[src/rtl/joy_pkg.sv]
// joy_pkg: shared direction/state types and 25 MHz timing defaults for the joystick conditioner
package joy_pkg;
    typedef enum logic [2:0] {DIR_NONE, DIR_UP, DIR_DOWN, DIR_LEFT, DIR_RIGHT} joy_dir_t;
    typedef enum logic [1:0] {ST_IDLE, ST_DELAY, ST_REPEAT} joy_state_t;
    localparam int DEF_DEBOUNCE_CYC     = 250000;
    localparam int DEF_REPEAT_DELAY_CYC = 6250000;
    localparam int DEF_REPEAT_RATE_CYC  = 2500000;
    localparam int DEF_START_HOLD_CYC   = 25000000;
    function automatic int cw(input int n);
        return n > 1 ? $clog2(n) : 1;
    endfunction
endpackage

[src/rtl/joy_debounce.sv]
// joy_debounce: 2-flop synchroniser, polarity normalisation and stable-count debounce for one raw line
module joy_debounce
    import joy_pkg::*;
#(
    parameter int DEBOUNCE_CYC = DEF_DEBOUNCE_CYC,
    parameter bit ACTIVE_LOW   = 1'b1
) (
    input  logic clk,
    input  logic rst,
    input  logic raw,
    output logic level
);
    localparam int W = cw(DEBOUNCE_CYC);
    localparam logic [W-1:0] LAST = W'(DEBOUNCE_CYC - 1);
    logic [1:0] sync;
    logic [W-1:0] cnt;
    logic pressed;
    logic differ;
    assign pressed = sync[1] ^ ACTIVE_LOW;
    assign differ = pressed != level;
    // Synchroniser resets to the released level so reset release never looks like a press.
    always_ff @(posedge clk or posedge rst)
        if (rst) begin
            sync <= {2{ACTIVE_LOW}};
            cnt <= '0;
            level <= 1'b0;
        end else begin
            sync <= {sync[0], raw};
            cnt <= (!differ || cnt == LAST) ? '0 : cnt + 1'b1;
            level <= (differ && cnt == LAST) ? ~level : level;
        end
endmodule

[src/rtl/joy_conditioner.sv]
// joy_conditioner: debounced arcade-stick lines to move pulses with auto-repeat, fire/start pulses and LEDs
module joy_conditioner
    import joy_pkg::*;
#(
    parameter int DEBOUNCE_CYC     = DEF_DEBOUNCE_CYC,
    parameter int REPEAT_DELAY_CYC = DEF_REPEAT_DELAY_CYC,
    parameter int REPEAT_RATE_CYC  = DEF_REPEAT_RATE_CYC,
    parameter int START_HOLD_CYC   = DEF_START_HOLD_CYC,
    parameter bit ACTIVE_LOW       = 1'b1
) (
    input  logic       clk,
    input  logic       rst,
    input  logic       i_up,
    input  logic       i_down,
    input  logic       i_left,
    input  logic       i_right,
    input  logic       i_fire,
    output logic       o_up,
    output logic       o_down,
    output logic       o_left,
    output logic       o_right,
    output logic       o_fire,
    output logic       o_start,
    output logic [4:0] o_led
);
    localparam int TW = cw(REPEAT_DELAY_CYC > REPEAT_RATE_CYC ? REPEAT_DELAY_CYC : REPEAT_RATE_CYC);
    localparam int HW = cw(START_HOLD_CYC);
    localparam logic [TW-1:0] DELAY_LAST = TW'(REPEAT_DELAY_CYC - 1);
    localparam logic [TW-1:0] RATE_LAST  = TW'(REPEAT_RATE_CYC - 1);
    localparam logic [HW-1:0] HOLD_LAST  = HW'(START_HOLD_CYC - 1);
    logic [4:0] raw;
    logic [4:0] lvl;
    joy_dir_t dir, cur, cur_n, mv;
    joy_state_t state, state_n;
    logic [TW-1:0] timer, timer_n;
    logic pulse;
    logic fire_d;
    logic [HW-1:0] hold;
    logic start_done;
    assign raw = {i_fire, i_right, i_left, i_down, i_up};
    for (genvar g = 0; g < 5; g++) begin : g_line
        joy_debounce #(
            .DEBOUNCE_CYC(DEBOUNCE_CYC),
            .ACTIVE_LOW(ACTIVE_LOW)
        ) u_db (
            .clk(clk),
            .rst(rst),
            .raw(raw[g]),
            .level(lvl[g])
        );
    end
    assign dir = lvl[0] ? DIR_UP : lvl[1] ? DIR_DOWN : lvl[2] ? DIR_LEFT : lvl[3] ? DIR_RIGHT : DIR_NONE;
    // A new direction (from IDLE or a change while held) always restarts the delay phase.
    always_comb begin
        state_n = state;
        cur_n = cur;
        timer_n = timer;
        pulse = 1'b0;
        if (dir == DIR_NONE) begin
            state_n = ST_IDLE;
            timer_n = '0;
        end else if (state == ST_IDLE || dir != cur) begin
            pulse = 1'b1;
            state_n = ST_DELAY;
            cur_n = dir;
            timer_n = '0;
        end else if (timer == (state == ST_DELAY ? DELAY_LAST : RATE_LAST)) begin
            pulse = 1'b1;
            state_n = ST_REPEAT;
            timer_n = '0;
        end else begin
            timer_n = timer + 1'b1;
        end
    end
    always_ff @(posedge clk or posedge rst)
        if (rst) begin
            state <= ST_IDLE;
            cur <= DIR_NONE;
            timer <= '0;
            mv <= DIR_NONE;
        end else begin
            state <= state_n;
            cur <= cur_n;
            timer <= timer_n;
            mv <= pulse ? dir : DIR_NONE;
        end
    // Hold counter saturates; start_done blocks a second start until fire is released.
    always_ff @(posedge clk or posedge rst)
        if (rst) begin
            fire_d <= 1'b0;
            o_fire <= 1'b0;
            hold <= '0;
            start_done <= 1'b0;
            o_start <= 1'b0;
            o_led <= '0;
        end else begin
            fire_d <= lvl[4];
            o_fire <= lvl[4] & ~fire_d;
            hold <= !lvl[4] ? '0 : hold == HOLD_LAST ? hold : hold + 1'b1;
            start_done <= lvl[4] && (start_done || hold == HOLD_LAST);
            o_start <= lvl[4] && hold == HOLD_LAST && !start_done;
            o_led <= lvl;
        end
    assign o_up = mv == DIR_UP;
    assign o_down = mv == DIR_DOWN;
    assign o_left = mv == DIR_LEFT;
    assign o_right = mv == DIR_RIGHT;
endmodule

[config.mk]
export PLATFORM = sky130hd
export DESIGN_NAME = joy_conditioner
export DESIGN_NICKNAME = d
export VERILOG_FILES = /design/src/rtl/joy_pkg.sv /design/src/rtl/joy_debounce.sv /design/src/rtl/joy_conditioner.sv
export SDC_FILE = /design/constraint.sdc
export NUM_CORES = 1
export LEC_CHECK = 0
export CELL_PAD_IN_SITES_DETAIL_PLACEMENT = 0
export CELL_PAD_IN_SITES_GLOBAL_PLACEMENT = 1
export CORE_ASPECT_RATIO = 0.75
export CORE_MARGIN = 5
export CORE_UTILIZATION = 45
export DETAILED_ROUTE_END_ITERATION = 6
export GPL_ROUTABILITY_DRIVEN = 0
export PLACE_DENSITY_LB_ADDON = 0.2
export SLEW_MARGIN = 20
export SYNTH_ARGS = -nofsm -noshare
export SYNTH_HDL_FRONTEND = slang
export SYNTH_SLANG_ARGS = --single-unit
[constraint.sdc]
create_clock -name clk -period 5.65 [get_ports clk]
set_input_delay 0.8475 -clock clk [delete_from_list [all_inputs] [get_ports clk]]
set_output_delay 0.8475 -clock clk [all_outputs]
set_load 0.1 [all_outputs]
==> results of run 1 <==
==> flip-flops by register name (all words and copies together), names as in the netlist, 2 cells and up <==
signal / cells
o_led: 4
g_line.u_db.level: 5
cur: 3
timer: 23
hold: 25
g_line.u_db.sync: 10
g_line.u_db.cnt: 90
state: 2
mv: 3
==> worst max-delay path, cell delays in order, from the launching register on <==
cell and delay [ns]:
sky130_fd_sc_hd__dfrtp_1 0.40, sky130_fd_sc_hd__nor3b_1 0.22, sky130_fd_sc_hd__clkdlybuf4s50_1 1.17
==> metrics by stage <==
step	utilization (%)	instances	hold slack, ns	setup WS [ns]	area [um2]
detailed placement	47.6	1032	0.348	2.88	8320
finish	50.9	1063	0.354	2.59	8900
global placement	47.6	1032	0.346	3.01	8320
CTS	50.9	1063	0.356	2.55	8900
floorplan	-	789	0.345	0.244	7930
global route	50.9	1063	0.358	2.51	8900
==> area by class of cell <==
cell class | instances | share of cell area [%]
Clock buffer | 24 | 5.41
Tap cell | 242 | 3.40
Timing Repair Buffer | 19 | 2.08
Sequential cell | 169 | 47.7
Multi-Input combinational cell | 573 | 39.1
Clock inverter | 7 | 1.05
Inverter | 29 | 1.28
==> synthesized netlist by cell type (8+ instances only) <==
library cell	instances	area share [%]
sky130_fd_sc_hd__nand4_1	33	2.6
sky130_fd_sc_hd__clkbuf_1	12	0.57
sky130_fd_sc_hd__nor2_2	12	0.95
sky130_fd_sc_hd__nand2_1	48	2.3
sky130_fd_sc_hd__nor2_1	159	7.5
sky130_fd_sc_hd__inv_1	28	1.3
sky130_fd_sc_hd__a21oi_1	9	0.57
sky130_fd_sc_hd__nor4_1	13	1.0
sky130_fd_sc_hd__nor3_1	21	1.3
sky130_fd_sc_hd__dfrtp_1	159	50
sky130_fd_sc_hd__dfstp_2	10	3.3
sky130_fd_sc_hd__nand3_1	48	3.0
sky130_fd_sc_hd__and3_1	22	1.7
sky130_fd_sc_hd__o21ai_0	8	0.50
sky130_fd_sc_hd__xor2_1	61	6.7
sky130_fd_sc_hd__nor4b_1	9	0.99
sky130_fd_sc_hd__xnor2_1	62	6.8
==> power breakdown <==
group	total, mW	switching [mW]	leakage, nW	internal, mW
combinational	0.0563	0.0415	1.03	0.0148
sequential	1.24	0.0112	2.31	1.23
clock	1.14	0.456	0.276	0.683
==> path summary, 6_finish.rpt <==
path / startpoint / to / slack, ns / cells after the start
max: mv[2]$_DFF_PP0_ / o_down / 2.59 / 2
min: g_line[1].u_db.sync[0]$_DFF_PP1_ / g_line[1].u_db.sync[1]$_DFF_PP1_ / 0.35 / 0
max reg2reg: state[1]$_DFFE_PP0P_ / timer[10]$_DFF_PP0_ / 2.87 / 5
min reg2reg: g_line[1].u_db.sync[0]$_DFF_PP1_ / g_line[1].u_db.sync[1]$_DFF_PP1_ / 0.35 / 0
max in group asynchronous: rst / timer[13]$_DFF_PP0_ / 3.60 / 3
min in group asynchronous: rst / g_line[4].u_db.cnt[7]$_DFF_PP0_ / 0.92 / 2
==> kinds of logic after synthesis <==
| logic type | synth area share, % |
|---|---|
| AND/OR/NAND/NOR | 25.6 |
| adder cells (fa/ha/maj) | 1.10 |
| XOR/XNOR | 13.6 |
| flip-flops | 53.5 |
| AO/OA/AOI/OAI | 2.73 |
| multiplexers | 0.883 |
| buffers and inverters | 2.63 |
==> layer usage <==
layer | GRT usage [%] | up-vias
met3 | 3.75 | 13
met2 | 23.3 | 71
met1 | 22.1 | 2674
met4 | 4.29 | 0
li1 | - | 2684
met5 | 0 | -
==> impl.org, run 1 <==
** STA
- Time the final worst path needs with I/O delays and setup :: 3.06 ns
- For the final database, setup skew stands at 0.00981 ns.
- Number of endpoints failing setup at the final stage :: 0
- For this run, the top clock speed supported by timing is 326 MHz.
- For the pin with the worst max-slew slack, the measured transition is 1.02 ns.
- Setup repair after global routing left no endpoint under its margin.
- Hold Vio Cnt, Final :: 0
- Final Max Tran Viols :: 0
- Accumulated negative setup slack :: 0 ns
- The final critical path takes up 54.2% of the cycle.
- Rel. slew slack :: between 30% and 40%

** Pwr
- Worst-case vdd ir drop :: 0.181 mV
- Leakage :: 3.62 nW
- The design draws about 2.4 mW.
- For this design the ratio of total power to cell area is 273 mW/mm2.

** Routing
- The detailed router put a total of 7.48 mm of wire on met1.
- The detail route stage leaves a number of antenna-violating nets equal to 0.
- The routed design uses 6.65 mm of met2 wire.
- After detailed routing, the number of remaining DRC violations is 0.
- Number of design-rule violations left by the first detailed-router iteration :: 403
- Detailed-routing iteration count for the pre-antenna-repair pass :: 4
- The routed design uses 466 um of met3 wire.
- Total via count in the routed design :: about 5,400
- After detailed routing, no signal wire sits above met4.
- Via density :: roughly 5.1
- After detailed routing, the average wire length per cell comes to 13.9 um.
- The final layout contains routed wiring with a total length of about 15 mm.

** Floorplanning
- I/O pin total :: 18
- Site Rows :: 42
- For this configuration, the core starts out at a cell density of 45.3%.
- The floorplan step defined a die boundary enclosing 0.0204 mm2.
- The total area inside the core boundary comes to 0.0175 mm2.
- The floorplan step set the die width to 163 um.
- Y dimension of the die :: roughly 120 um

** Cells and area
- Commonest non-fill, non-tap cells in the layout :: sky130_fd_sc_hd__nor2_1, sky130_fd_sc_hd__dfrtp_1, sky130_fd_sc_hd__xnor2_1
- Seq. cell area :: ~0.0042 mm2
- Multi-input combinational cell area :: 0.00348 mm2
- Ant diodes :: 0
- Total Nets Final :: 823
- In the final layout, the share of cells above drive strength 1 is 7.55%.
- The area growth from synthesis to layout is 12.2%.
- After filler insertion, the fill cell instance count of the layout stands at 1,566.

** Clocking
- Number of gates resized after cts :: 0
- In this run the clock root is driven by a sky130_fd_sc_hd__clkbuf_16.
- TritonCTS clock tree :: built
- TritonCTS sink count :: 169
- Buffers added to address setup during post-CTS repair amount to 0.
- Reg clk slew, reported paths :: 0.06 ns
- TritonCTS created 17 clock buffers.
- Clock buffer depth :: 2
- Cts-stage hold buffer count :: 0
- Clk Latency, worst-skew pair :: ~0.42 ns
- Level count of the clock H-tree :: 4

** Logic synthesis
- In this run, synthesis inferred 0 flip-flops with an integrated enable.
- Most used flip-flop cell after synthesis :: sky130_fd_sc_hd__dfrtp_1
- Synthesized netlist net count :: 803
- Avg Cell Area, Syn :: a little over 10 um2
- Synthesis instantiated between 40 and 50 different standard cells from the library.
- Yosys printed 0 warnings.
- Seq/Total Area, Yosys :: 53.5%
- After synthesis, the share of flip-flops with an asynchronous set or reset is 100%.
- Number of instances in the synthesized netlist :: 789
- After synthesis the netlist holds a flip-flop and latch count of 169.
- Area of the mapped netlist :: 0.00793 mm2

** Global route
- Wire length of the first global-routing pass :: 25.9 mm
- Summed over all layers, the global routing overflow is 0.
- Initial antenna violation count :: 0
- Via count of the first global-routing pass :: 5,408
- Global routing consumed, over all layers together, 15.3% of the routing resources.
- Maximum number of pins on one net before global-route repair :: 80

** Worst setup path
- Data on the critical path arrives at its endpoint at 2.22 ns.
- CP max FO :: 4
- Critical Path Source Type :: flip-flop
- STA classifies the critical path endpoint as a primary output.
- Worst EP required :: 4.80 ns
- Category of the most critical setup path :: reg2out

** Status
- The flow ran to the end, and the final reports show no timing, DRC or antenna violations.

** Min path
- The tightest min-delay check is of the reg2reg type.

** Run
- Max-cap violations :: 0

** Place
- Port-buffer cells :: 17
- Sum of net half-perimeters after detailed placement :: 9.89 mm
Note: power is estimated with default switching activity, not from simulation.
==> run 2, diff against run 1 <==
CORE_UTILIZATION = 49   (was 45)
clock period = 2.92 ns   (was 5.65 ns; I/O delays follow)
==> impl.org, run 2 (synthesis results as in run 1) <==
** Routing
- Number of remaining DRC errors :: 0 (unchanged)
- The total vias in the final route came to 5,448 (+0.11%).
- Detailed-routing iteration count for the pre-antenna-repair pass :: 5 (+1)
- Post-detailed-routing wire length :: 14.5 mm (-1.5%)
- The count of nets left with antenna violations after detail routing was 0 (unchanged).
- The average detailed-routed wire length per instance came to 14.1 um (+1.4%).
- The per-cell via count in the routed design is 5.27 (+3.0%).
- Number of design-rule violations left by the first detailed-router iteration :: 328 (-19%)

** STA
- The worst-case headroom to the max-slew limit came to 43.6% (+12 points).
- Setup repair after global routing left no endpoint under its margin.
- Slew at the pin closest to its max-slew limit :: 0.834 ns (-0.187 ns)
- The worst path uses 79.8% of the clock period.
- Timing would allow up to 429 MHz.
- The worst path needs 2.33 ns of the cycle, external delays included.
- Worst Hold Slack :: 0.355 ns (+0.000836 ns)
- Hold Vio Cnt, Final :: 0 (unchanged)
- Final Max Tran Viols :: 0 (unchanged)
- The number of setup violations in the final report was 0 (unchanged).
- Worst Clk Skew :: 0.0116 ns (+0.00180 ns)

** Min path
- The path with the worst hold slack has its endpoint at g_line[3].u_db.sync[1]$_DFF_PP1_.
- The cell count of the worst hold path is 0 (unchanged).
- Worst hold path class :: reg2reg
- Start point of the worst hold path :: g_line[3].u_db.sync[0]$_DFF_PP1_

** Cells and area
- Non-filler instance count after layout :: 1,033 (-2.8%)
- Layout-stage area growth over the synthesis result :: 12.2% (about the same)
- Fraction of layout instances using a drive strength above 1 :: 9.60% (+2.0 points)
- Commonest non-fill, non-tap cells in the layout :: sky130_fd_sc_hd__nor2_1, sky130_fd_sc_hd__dfrtp_1, sky130_fd_sc_hd__xnor2_1
- The post-layout instance area came to 0.00890 mm2 (about the same).
- Fraction of the core area covered by cells at the end of the flow :: 55.7% (+4.9 points)
- Registers with the most flip-flops :: g_line.u_db.cnt (90), hold (25), timer (23)
- Top register by number of flip-flops :: g_line.u_db.cnt
- Total Nets Final :: 824 (+0.12%)
- The count of inserted antenna diode cells is 0 (unchanged).
- Number of flip-flops under the largest register name :: 90 (unchanged)

** Clocking
- The deepest clock path buffer count is 2 (unchanged).
- The clock latency on the worst-skew pair is 0.42 ns (about the same).
- The hold-fix buffer count after cts was 0 (unchanged).
- Reg clk slew, reported paths :: 0.06 ns (about the same)
- Cell chosen for the clock root :: sky130_fd_sc_hd__clkbuf_16
- Clock buffer count from CTS :: 17 (unchanged)
- TritonCTS clock tree :: built
- The number of buffers inserted to repair setup after CTS came to 0 (unchanged).
- TritonCTS sink count :: 169 (unchanged)
- The post-cts repair resize count came to 0 (unchanged).
- Level count of the clock H-tree :: 4 (unchanged)

** Worst setup path
- The endpoint arrival time on the critical path is 2.62 ns (+0.40 ns).
- The maximum net fanout on the critical path was 23 (+19).
- Crit-path slowest cell :: sky130_fd_sc_hd__or4_4
- Buffers & Inverters on Critical Path :: 1 (unchanged)
- The maximum single-stage delay on the critical path came to 0.57 ns (-0.60 ns).
- Category of the most critical setup path :: reg2reg
- Stages on worst setup path :: 6 (+4)
- Critical Path Source Type :: flip-flop
- STA classifies the critical path endpoint as a flip-flop.
- Worst r2r path cells :: 6 (+1)
- The worst register-to-register path ends at timer[6]$_DFF_PP0_.
- In this design, the largest share of critical-path delay is due to simple AND/OR/NAND/NOR gates.
- In this run the critical register-to-register path is launched from state[1]$_DFFE_PP0P_.
- The critical path goes through nand2b_1 -> or4_4 -> a2111oi_4 -> or3_1 -> buf_4 -> nor2_1.
- The endpoint required time on the critical path is 3.21 ns (-1.59 ns).
- Register-to-register setup slack :: 0.59 ns (-2.28 ns)

** Floorplanning
- Die width :: 157 um (-3.9%)
- The effective utilization at floorplan was 49.7% (+4.4 points).
- Site Rows :: 40 (-4.8%)
- The vertical extent of the die was 120 um (-3.8%).
- Area enclosed by the die boundary :: 0.0189 mm2 (-7.6%)
- I/O pin total :: 18 (unchanged)
- The area of the placeable core came to 0.0160 mm2 (-8.8%).

** Status
- The run finished with clean final reports.

** Pwr
- The overall power of the completed layout came to 4.80 mW (+97%).
- Worst-case vdd ir drop :: 0.399 mV (+120%)
- Leakage :: 3.69 nW (+1.8%)
- Total power per unit cell area :: 540 mW/mm2 (+97%)

** Global route
- The number of antenna violations at the first check in global routing came to 0 (unchanged).
- Maximum number of pins on one net before global-route repair :: 86 (+7.5%)
- Wire length of the first global-routing pass :: 25.7 mm (-0.77%)
- Total routing resource utilization after global routing :: 16.6% (+1.3 points)
- Via count of the first global-routing pass :: 5,386 (-0.41%)
- Overflow after GRT :: 0 (unchanged)

** Place
- The total half-perimeter wirelength after legalization and detailed placement is 9.70 mm (-1.9%).
- The post-placement cell count was 1,001 (-3.0%).
- Placed standard-cell area :: 0.00829 mm2 (-0.38%)
- Port-buffer cells :: 17 (unchanged)

** Run
- The number of maximum-capacitance constraint violations is 0 (unchanged).
run 2: worst max path at each step:
stage                               from                  end  slack (ns)
floorplan                mv[1]$_DFF_PP0_                 o_up       -0.11
global placement    state[1]$_DFFE_PP0P_  timer[12]$_DFF_PP0_        0.69
detailed placement  state[1]$_DFFE_PP0P_  timer[11]$_DFF_PP0_        0.61
CTS                 state[1]$_DFFE_PP0P_   timer[6]$_DFF_PP0_        0.59
global route        state[1]$_DFFE_PP0P_  timer[22]$_DFF_PP0_        0.48
finish              state[1]$_DFFE_PP0P_   timer[6]$_DFF_PP0_        0.59
run 2: final cells by class:
cell class	instances	area (um2)
Sequential cell	169	4240
Clock buffer	20	457
Timing Repair Buffer	20	190
Multi-Input combinational cell	573	3490
Clock inverter	12	146
Fill cell	1386	7070
Tap cell	210	263
Inverter	29	113
run 2: worst register-to-register path, cell delays in order, from the launching register on:
cell	delay [ns]
sky130_fd_sc_hd__dfrtp_1	0.40
sky130_fd_sc_hd__nand2b_1	0.21
sky130_fd_sc_hd__or4_4	0.57
sky130_fd_sc_hd__a2111oi_4	0.45
sky130_fd_sc_hd__or3_1	0.16
sky130_fd_sc_hd__buf_4	0.30
sky130_fd_sc_hd__nor2_1	0.11
run 2: through the flow:
stage	setup slack, ns	setup TNS (ns)
after detailed placement	0.609	0
final	0.589	0
after global placement	0.694	0
after CTS	0.593	0
after global routing	0.480	0
after floorplan	-0.114	-0.228
run 2: metal layers:
| layer | vias up | share of wire [%] | GRT usage, % | wire length (um) |
|---|---|---|---|---|
| met5 | - | 0 | 0 | 0 |
| met4 | 0 | 0.65 | 4.17 | 94 |
| met3 | 8 | 3.1 | 4.22 | 453 |
| met2 | 68 | 45 | 24.8 | 6580 |
| met1 | 2675 | 51 | 24.4 | 7400 |
| li1 | 2697 | - | - | - |
run 2: report_power, final:
group	switching [mW]	total (mW)	internal [mW]
Clock	0.910	2.30	1.39
Combinational	0.0793	0.112	0.0324
Sequential	0.0205	2.39	2.37
